File: config.mk
export PLATFORM = sky130hd
export DESIGN_NAME = toggle_hs_rx
export DESIGN_NICKNAME = d
export VERILOG_FILES = /design/src/rtl/toggle_cdc_pkg.sv /design/src/rtl/bit_sync.sv /design/src/rtl/toggle_hs_rx.sv
export SDC_FILE = /design/constraint.sdc
export NUM_CORES = 1
export LEC_CHECK = 0
export ABC_AREA = 1
export CELL_PAD_IN_SITES_DETAIL_PLACEMENT = 0
export CELL_PAD_IN_SITES_GLOBAL_PLACEMENT = 1
export CORE_ASPECT_RATIO = 1.1
export CORE_MARGIN = 2
export CORE_UTILIZATION = 32
export CTS_CLUSTER_DIAMETER = 100
export CTS_CLUSTER_SIZE = 40
export DETAILED_ROUTE_END_ITERATION = 10
export GPL_ROUTABILITY_DRIVEN = 0
export MAX_ROUTING_LAYER = met4
export PLACE_DENSITY_LB_ADDON = 0.1
export SYNTH_ARGS = -nofsm -noshare
export SYNTH_HDL_FRONTEND = slang
export SYNTH_SLANG_ARGS = --single-unit
File: constraint.sdc
create_clock -name rd_clk -period 1.5 [get_ports rd_clk]
set_input_delay 0.3 -clock rd_clk [delete_from_list [all_inputs] [get_ports rd_clk]]
set_output_delay 0.3 -clock rd_clk [all_outputs]
set_load 0.01 [all_outputs]
File: src/rtl/toggle_cdc_pkg.sv
// rtl/toggle_cdc_pkg.sv - shared types and constants for the toggle-handshake CDC channel
package toggle_cdc_pkg;

    typedef enum logic {
        IDLE = 1'b0,
        HOLD = 1'b1
    } state_t;

    localparam int MIN_SYNC_STAGES = 2;

endpackage

File: src/rtl/bit_sync.sv
// rtl/bit_sync.sv - N-stage single-bit synchronizer with synchronous active-low reset
module bit_sync #(
    parameter int N = 2
) (
    input  logic clk,
    input  logic reset_n,
    input  logic d,
    output logic q
);

    logic [N-1:0] sync;

    // Plain shift chain: nothing may sit between stages or metastability settling time is lost.
    always_ff @(posedge clk) begin
        if (!reset_n) begin
            sync <= '0;
        end else begin
            sync <= {sync[N-2:0], d};
        end
    end

    assign q = sync[N-1];

endmodule

File: src/rtl/toggle_hs_rx.sv
// rtl/toggle_hs_rx.sv - read-domain end of a toggle-handshake bundled-data crossing
module toggle_hs_rx
    import toggle_cdc_pkg::*;
#(
    parameter int DATA_W      = 8,
    parameter int SYNC_STAGES = 2,
    parameter int CNT_W       = 16
) (
    input  logic              rd_clk,
    input  logic              rd_reset,
    input  logic              req_tog,
    input  logic [DATA_W-1:0] req_data,
    output logic              ack_tog,
    output logic [DATA_W-1:0] rd_data,
    output logic              rd_valid,
    input  logic              rd_ready,
    output logic              err_overrun,
    output logic [CNT_W-1:0]  xfer_cnt
);

    if (SYNC_STAGES < MIN_SYNC_STAGES) begin : g_bad_sync_stages
        $error("toggle_hs_rx: SYNC_STAGES must be at least MIN_SYNC_STAGES");
    end

    logic   req_s;
    logic   pending;
    state_t state;

    bit_sync #(
        .N(SYNC_STAGES)
    ) u_req_sync (
        .clk     (rd_clk),
        .reset_n (rd_reset),
        .d       (req_tog),
        .q       (req_s)
    );

    assign pending = req_s ^ ack_tog;

    always_ff @(posedge rd_clk) begin
        if (!rd_reset) begin
            state       <= IDLE;
            ack_tog     <= 1'b0;
            rd_valid    <= 1'b0;
            rd_data     <= '0;
            err_overrun <= 1'b0;
            xfer_cnt    <= '0;
        end else begin
            case (state)
                IDLE: begin
                    // req_data is bundled: stable whenever pending is seen, so no sync needed.
                    if (pending) begin
                        rd_data  <= req_data;
                        rd_valid <= 1'b1;
                        state    <= HOLD;
                    end
                end
                HOLD: begin
                    // Sender toggled again before our ack: flag it, keep the current word.
                    if (req_s == ack_tog) begin
                        err_overrun <= 1'b1;
                    end
                    if (rd_ready) begin
                        rd_valid <= 1'b0;
                        ack_tog  <= ~ack_tog;
                        xfer_cnt <= xfer_cnt + 1'b1;
                        state    <= IDLE;
                    end
                end
                default: state <= IDLE;
            endcase
        end
    end

endmodule

Word-level counts from Yosys, hierarchy flattened

Cells that the tools add are included.

Register bits: 30
Latch bits: 0
Memory bits (writable): 0
ROM bits: 0
Output and inout port bits: 27
Word-level logic and storage cells: 24
Memories kept: 0

Add/subtract/negate cells: 1
$mul: 0
Div/mod/pow operators: 0
$lt $le $gt $ge: 0
Equality and inequality tests: 3
Shift-type cells: 0
Muxes and demuxes: 6
Bitwise gates (word level): 3
Reduce and logical (&&, ||, !) cells: 4

Operators with widths:

| cell                                                            | number |
|---|---|
| 16-bit by 1-bit adder with 16-bit output, second input constant | 1 |
| 2-bit AND reduction                                             | 4 |
| 1-bit 2-to-1 mux                                                | 4 |
| 2-bit != test, second input constant                            | 2 |
| 1-bit one-hot mux with 2 select lines                           | 2 |
| 1-bit NOT                                                       | 2 |
| 1-bit equality test                                             | 1 |
| 1-bit bitwise XOR                                               | 1 |

Depth between registers and ports, before layout

Gate-level depths: netlist of run 1.

Word-level depth: 3
Depth in mapped cells: 8
Mapped depth without buffers: 8

Cells and area by module

Synthesis of run 1 repeated with hierarchy kept, for this count alone.

Cells, all modules: 190
Area, all modules: 1307.5 µm²

By module, submodules not included:

| module       | times used | cells an instance | area an instance (µm²) |
|---|---|---|---|
| toggle_hs_rx | 1          | 184               | 1252.5 |
| bit_sync     | 1          | 6                 | 55.1 |

Least setup slack after synthesis of run 1

No wires, ideal clock.

Path kind: reg2reg
Start: register xfer_cnt[1]
End: register xfer_cnt[12]
Library setup time: 0.113 ns
Arrival: 1.173 ns
Setup slack: 0.213 ns
Stages on the path, launching flop included: 7
Path buffers: 0
Clock period less this slack: 1.287 ns
Cells stage by stage: dfxtp_1 > ha_1 > nand3_1 > nor2_4 > nand4_1 > o21ai_1 > nor2_1

Cells in the longest elaborated chain, start to end: 1

RTL lines:

| what                                     | RTL line           | RTL |
|---|---|---|
| start, declared                          | toggle_hs_rx.sv:18 | `output logic [CNT_W-1:0] xfer_cnt` |
| start signal, assigned                   | toggle_hs_rx.sv:66 | `xfer_cnt <= xfer_cnt + 1'b1;` |
| 16-bit by 1-bit adder with 16-bit output | toggle_hs_rx.sv:66 |  |

Every way passes these cells.
A chain may end at the register's enable or synchronous reset.

Worst setup path after layout of run 1

Start: register xfer_cnt[14]
End: output xfer_cnt[14]

No word-level cell between the ends.

==> results of run 1 <==
[layer usage]
| metal | vias to the layer above | part of all wire |
|---|---|---|
| met1 | 589 | 0.41 |
| met4 | 0 | 0.018 |
| met3 | 6 | 0.066 |
| met5 | - | 0 |
| li1 | 691 | - |
| met2 | 44 | 0.51 |
[power breakdown]
part	internal, uW	switching (uW)	leakage (uW)
clock	496	298	0.0000524
combinational	106	97.8	0.000642
sequential	835	22.7	0.000248
total	1440	418	0.000943
[final timing paths]
path	endpoint	slack [ns]
max	xfer_cnt[14]	0.02
min	u_req_sync.sync[1]	0.42
max reg2reg	xfer_cnt[12]	0.23
min reg2reg	u_req_sync.sync[1]	0.42
[logic make-up (layout without fill, tap and decap cells)]
kind of cell    after synthesis  in the layout  synth area share
compound gates               29             29             0.118
xor+xnor                      2              2            0.0134
fa+ha+maj                     1              1           0.00957
buf+inv                      27             77            0.0804
flops                        30             30             0.459
simple gates                101            101             0.320
[stage by stage]
stage / utilization / instance area (um2)
after floorplan: - / 1310
after global placement: 0.453 / 1780
after detailed placement: 0.453 / 1780
after CTS: 0.478 / 1880
after global routing: 0.488 / 1920
final: 0.488 / 1920
[registers in the layout, indices dropped and copies added (netlist names)]
name             flops
xfer_cnt            16
u_req_sync.sync      2
rd_data              8
rd_valid             1
state                1
ack_tog              1
err_overrun          1
[cell usage after synthesis]
cell,n,area [um2]
nor3_1,3,15.0
clkbuf_1,2,7.51
o21ai_0,10,50.1
o21a_1,2,15.0
buf_4,1,7.51
nor2_2,2,12.5
or2_1,1,6.26
inv_2,1,3.75
nand3_1,12,60.1
a21oi_1,9,45.0
xor2_1,2,17.5
nor2_4,1,11.3
nand2_2,1,6.26
nand4_1,1,6.26
ha_1,1,12.5
dfxtp_1,30,601
inv_1,23,86.3
o21bai_1,1,7.51
nor2_1,43,161
o21ai_1,6,30.0
a31oi_1,1,6.26
nand2_1,37,139
[what timing repair did]
item	CTS	global route
hold buffers	0	0
hold endpoints to repair	0	0
setup endpoints to repair	13	12
pin swaps	0	1
buffers inserted	0	1
resized for setup	18	12
[layout make-up]
| cell class | instances | area [um2] | share of cell area |
|---|---|---|---|
| Clock inverter | 1 | 30.0 | 0.0157 |
| Inverter | 24 | 90.1 | 0.0470 |
| Multi-Input combinational cell | 133 | 609 | 0.318 |
| Clock buffer | 7 | 76.3 | 0.0398 |
| Timing Repair Buffer | 45 | 435 | 0.227 |
| Sequential cell | 30 | 612 | 0.319 |
| Tap cell | 52 | 65.1 | 0.0339 |
[worst register-to-register path: stages, from the launching register on]
cell and delay (ns):
dfxtp_2 0.36, ha_2 0.21, nand3_1 0.15, nor2_4 0.17, nand4_1 0.11, o21ai_1 0.14, nor2_1 0.05
==> flow_summary_export.csv, run 1 <==
group,metric,value,unit
outcome,status,"completed",
setup_path,cp_slowest_stage_delay,0.55,ns
setup_path,reg2reg_depth,6,
timing,worst_slew_pin_slew,0.310,ns
global_routing,grt_max_degree,16,
finish,area_growth,46.7,%
clocking,cts_sinks,30,
route,routed_wirelength,3400,um
job,maxCapViolations,0,
timing,setup_violations,0,
finish,final_cell_mix,"nor2_1 (43), nand2_1 (37), inv_1 (23)",
power_and_ir_drop,powerDensity,968,mW/mm2
finish,fill_cells,416,
setup_path,crit_arrival,1.18,ns
finish,layout_commonest_cell,"nor2_1",
global_routing,grt_usage,0.169,
floorplanning,initial_core_util,0.332,
global_routing,gr-total-overflow,0,
setup_path,critical_path_buf_inv_count,1,
timing,finalHoldViolations,0,
finish,nNetsFinal,252,
clocking,cts_buffers,5,
logic_synthesis,synth_nets,203,
timing,fin_crit_sh,0.988,
placed_design,dp.cells,283,
timing,slew_violations,0,
timing,finalSetupTns,0,ns
floorplanning,dieArea,0.00461,mm2
setup_path,cp.depth,1,
clocking,clk_latency,0.28,ns
setup_path,cp_slowest_cell,"clkdlybuf4s50_1",
placed_design,io_buffers,38,
timing,setup_ws,0.0187,ns
logic_synthesis,netlist-cell-type-count,22,
route,first_iter_violations,63,
logic_synthesis,mappedNetlistArea,0.00131,mm2
route,drc_errors,0,
logic_synthesis,synth_seq_cells,30,
worst_hold_path,hold_depth,2,
clocking,cts_root_buf,"clkbuf_8",
setup_path,end_kind,"output pin",
global_routing,antenna_found_initial,0,
route,antenna_left,0,
floorplanning,die_x,64.9,um
setup_path,required,1.20,ns
floorplanning,dieHeight,71.0,um
power_and_ir_drop,peakVddDrop,0.587,mV
route,wire_per_inst,11.6,um
setup_path,startpoint,"xfer_cnt[14]",
route,drtPass1Iterations,4,
setup_path,path_max_fanout,3,
clocking,clockBufferDepth,2,
global_routing,use_met2,0.294,
global_routing,grt_pass1_vias,1295,
placed_design,dp_hpwl,2600,um
power_and_ir_drop,power,1860,uW
timing,finalCriticalPeriod,1.48,ns
setup_path,path_cells,"clkdlybuf4s50_1",
logic_synthesis,avgSynthCellArea,6.88,um2
route,viasPerCell,4.55,
clocking,clk_pin_slew,0.06,ns
route,num_vias,1330,
global_routing,met1_usage,0.178,
floorplanning,num_rows,24,
placed_design,place_ws,-0.0933,ns
setup_path,timing.rr.start,"xfer_cnt[1]",
timing,fmax,675,MHz
setup_path,cp-start-kind,"register",
timing,whs,0.416,ns
timing,maxSlewHeadroom,0.793,
finish,n_antenna_cell,0,
setup_path,crit_type,"reg2out",
worst_hold_path,worstHoldPathType,"reg2reg",
floorplanning,ios,39,
setup_path,crit_family,"buffers and inverters",
finish,drive_above_1_share,0.117,
clocking,cts_tree,"done",
logic_synthesis,yosysSeqAreaShare,0.459,
logic_synthesis,synth_warnings,0,
finish,stdcell_count,292,
global_routing,use_met3,0.0509,
worst_hold_path,min_from,"u_req_sync.sync[0]",
logic_synthesis,synth_cells,190,
global_routing,busiest_layer,"met2",
power_and_ir_drop,p_leak,0.000943,uW
floorplanning,core_area,0.00393,mm2
timing,skew,0.00562,ns
global_routing,grt_pass1_wl,5790,um
clocking,h-tree-depth,2,
Note: power is estimated with default switching activity, not from simulation.
==> inputs of run 2 (changes only) <==
ABC_CLOCK_PERIOD_IN_PS = 1620   (was default)
clock period = 1.62 ns   (was 1.5 ns; I/O delays follow)
==> flow_summary_export.csv, run 2 (synthesis results as in run 1) <==
group,metric,value,unit
global_routing,grt_max_degree,14,
setup_path,required,1.30,ns
power_and_ir_drop,power,1610,uW
timing,fin_crit_sh,0.969,
job,maxCapViolations,0,
finish,stdcell_count,291,
route,routed_wirelength,3240,um
timing,fmax,637,MHz
clocking,hold_buffers,0,
timing,maxSlewHeadroom,0.787,
setup_path,crit_family,"buffers and inverters",
finish,regMostFlops,"xfer_cnt",
route,wire_per_inst,11.1,um
global_routing,grt_usage,0.160,
finish,nNetsFinal,251,
route,viasPerCell,4.49,
floorplanning,ios,39,
timing,worst_slew_pin_slew,0.319,ns
clocking,h-tree-depth,2,
clocking,post_cts_resized,1,
global_routing,grt_pass1_vias,1295,
finish,reg_top3,"xfer_cnt (16), rd_data (8), u_req_sync.sync (2)",
global_routing,antenna_found_initial,0,
worst_hold_path,worstHoldPathType,"reg2reg",
route,antenna_left,0,
timing,finalCriticalPeriod,1.57,ns
route,num_vias,1306,
timing,setup_violations,0,
global_routing,gr-total-overflow,0,
setup_path,cp-start-kind,"register",
finish,drive_above_1_share,0.0921,
setup_path,cp_slowest_stage_delay,0.56,ns
clocking,clk_pin_slew,0.07,ns
finish,multiInputGateArea,602,um2
route,first_iter_violations,55,
clocking,post_cts_buffers,0,
finish,fill_cells,410,
setup_path,cp_slowest_cell,"clkdlybuf4s50_1",
finish,largest_reg_flops,16,
global_routing,grt_pass1_wl,5520,um
setup_path,end_kind,"output pin",
setup_path,critical_path_buf_inv_count,1,
floorplanning,die_x,64.9,um
clocking,cts_buffers,5,
finish,seq_area,606,um2
placed_design,io_buffers,38,
route,drtPass1Iterations,6,
floorplanning,dieArea,0.00461,mm2
timing,skew,0.00640,ns
floorplanning,dieHeight,71.0,um
setup_path,path_cells,"clkdlybuf4s50_1",
finish,area_growth,43.9,%
timing,slew_violations,0,
placed_design,dp.cells,283,
setup_path,crit_arrival,1.25,ns
setup_path,crit_type,"reg2out",
timing,rsz0062_at_grt,"no",
finish,final_core_util,0.478,
floorplanning,num_rows,24,
route,drc_errors,0,
clocking,clk_latency,0.28,ns
timing,finalHoldViolations,0,
finish,fin_area,0.00188,mm2
clocking,cts_sinks,30,
power_and_ir_drop,powerDensity,854,mW/mm2
clocking,clockBufferDepth,2,
power_and_ir_drop,peakVddDrop,0.641,mV
floorplanning,core_area,0.00393,mm2
floorplanning,initial_core_util,0.332,
placed_design,dp_hpwl,2500,um
placed_design,post_dp_cell_area,0.00178,mm2
power_and_ir_drop,p_leak,0.000772,uW
finish,n_antenna_cell,0,
clocking,cts_tree,"done",
setup_path,path_max_fanout,5,
outcome,status,"completed",
finish,final_cell_mix,"nor2_1 (43), nand2_1 (37), clkdlybuf4s50_1 (37)",
finish,layout_commonest_cell,"nor2_1",
clocking,cts_root_buf,"clkbuf_8",
run 2: cell type report:
cell class / instances / area share
Clock buffer: 7 / 0.0459
Clock inverter: 1 / 0.00266
Inverter: 24 / 0.0479
Multi-Input combinational cell: 133 / 0.320
Sequential cell: 30 / 0.322
Tap cell: 52 / 0.0346
Timing Repair Buffer: 44 / 0.227
run 2: per-stage QoR:
step	worst slack [ns]	setup TNS, ns	hold WS [ns]
6_report	0.0501	0	0.419
3_3_place_gp	0.0275	0	0.394
2_1_floorplan	0.333	0	0.390
3_5_place_dp	-0.00835	-0.00835	0.404
4_1_cts	0.0126	0	0.421
5_1_grt	0.00382	0	0.449
run 2: report_power, final:
group | internal [uW] | total (uW) | switching (uW) | leakage, uW
combinational | 103 | 190 | 87.8 | 0.000478
clock | 342 | 624 | 282 | 0.0000482
sequential | 772 | 793 | 20.7 | 0.000246
run 2: layer usage:
layer / vias to the layer above / global-route usage / wire (um)
met4: 0 / 0.0426 / 39
li1: 693 / - / -
met2: 34 / 0.289 / 1640
met5: - / - / 0
met3: 4 / 0.0509 / 170
met1: 575 / 0.166 / 1390
run 2: final timing paths:
kind	startpoint	to	slack (ns)	cells past startpoint
min	u_req_sync.sync[0]	u_req_sync.sync[1]	0.42	2
max	xfer_cnt[13]	xfer_cnt[13]	0.05	1
min reg2reg	u_req_sync.sync[0]	u_req_sync.sync[1]	0.42	2
max reg2reg	xfer_cnt[1]	xfer_cnt[8]	0.26	6
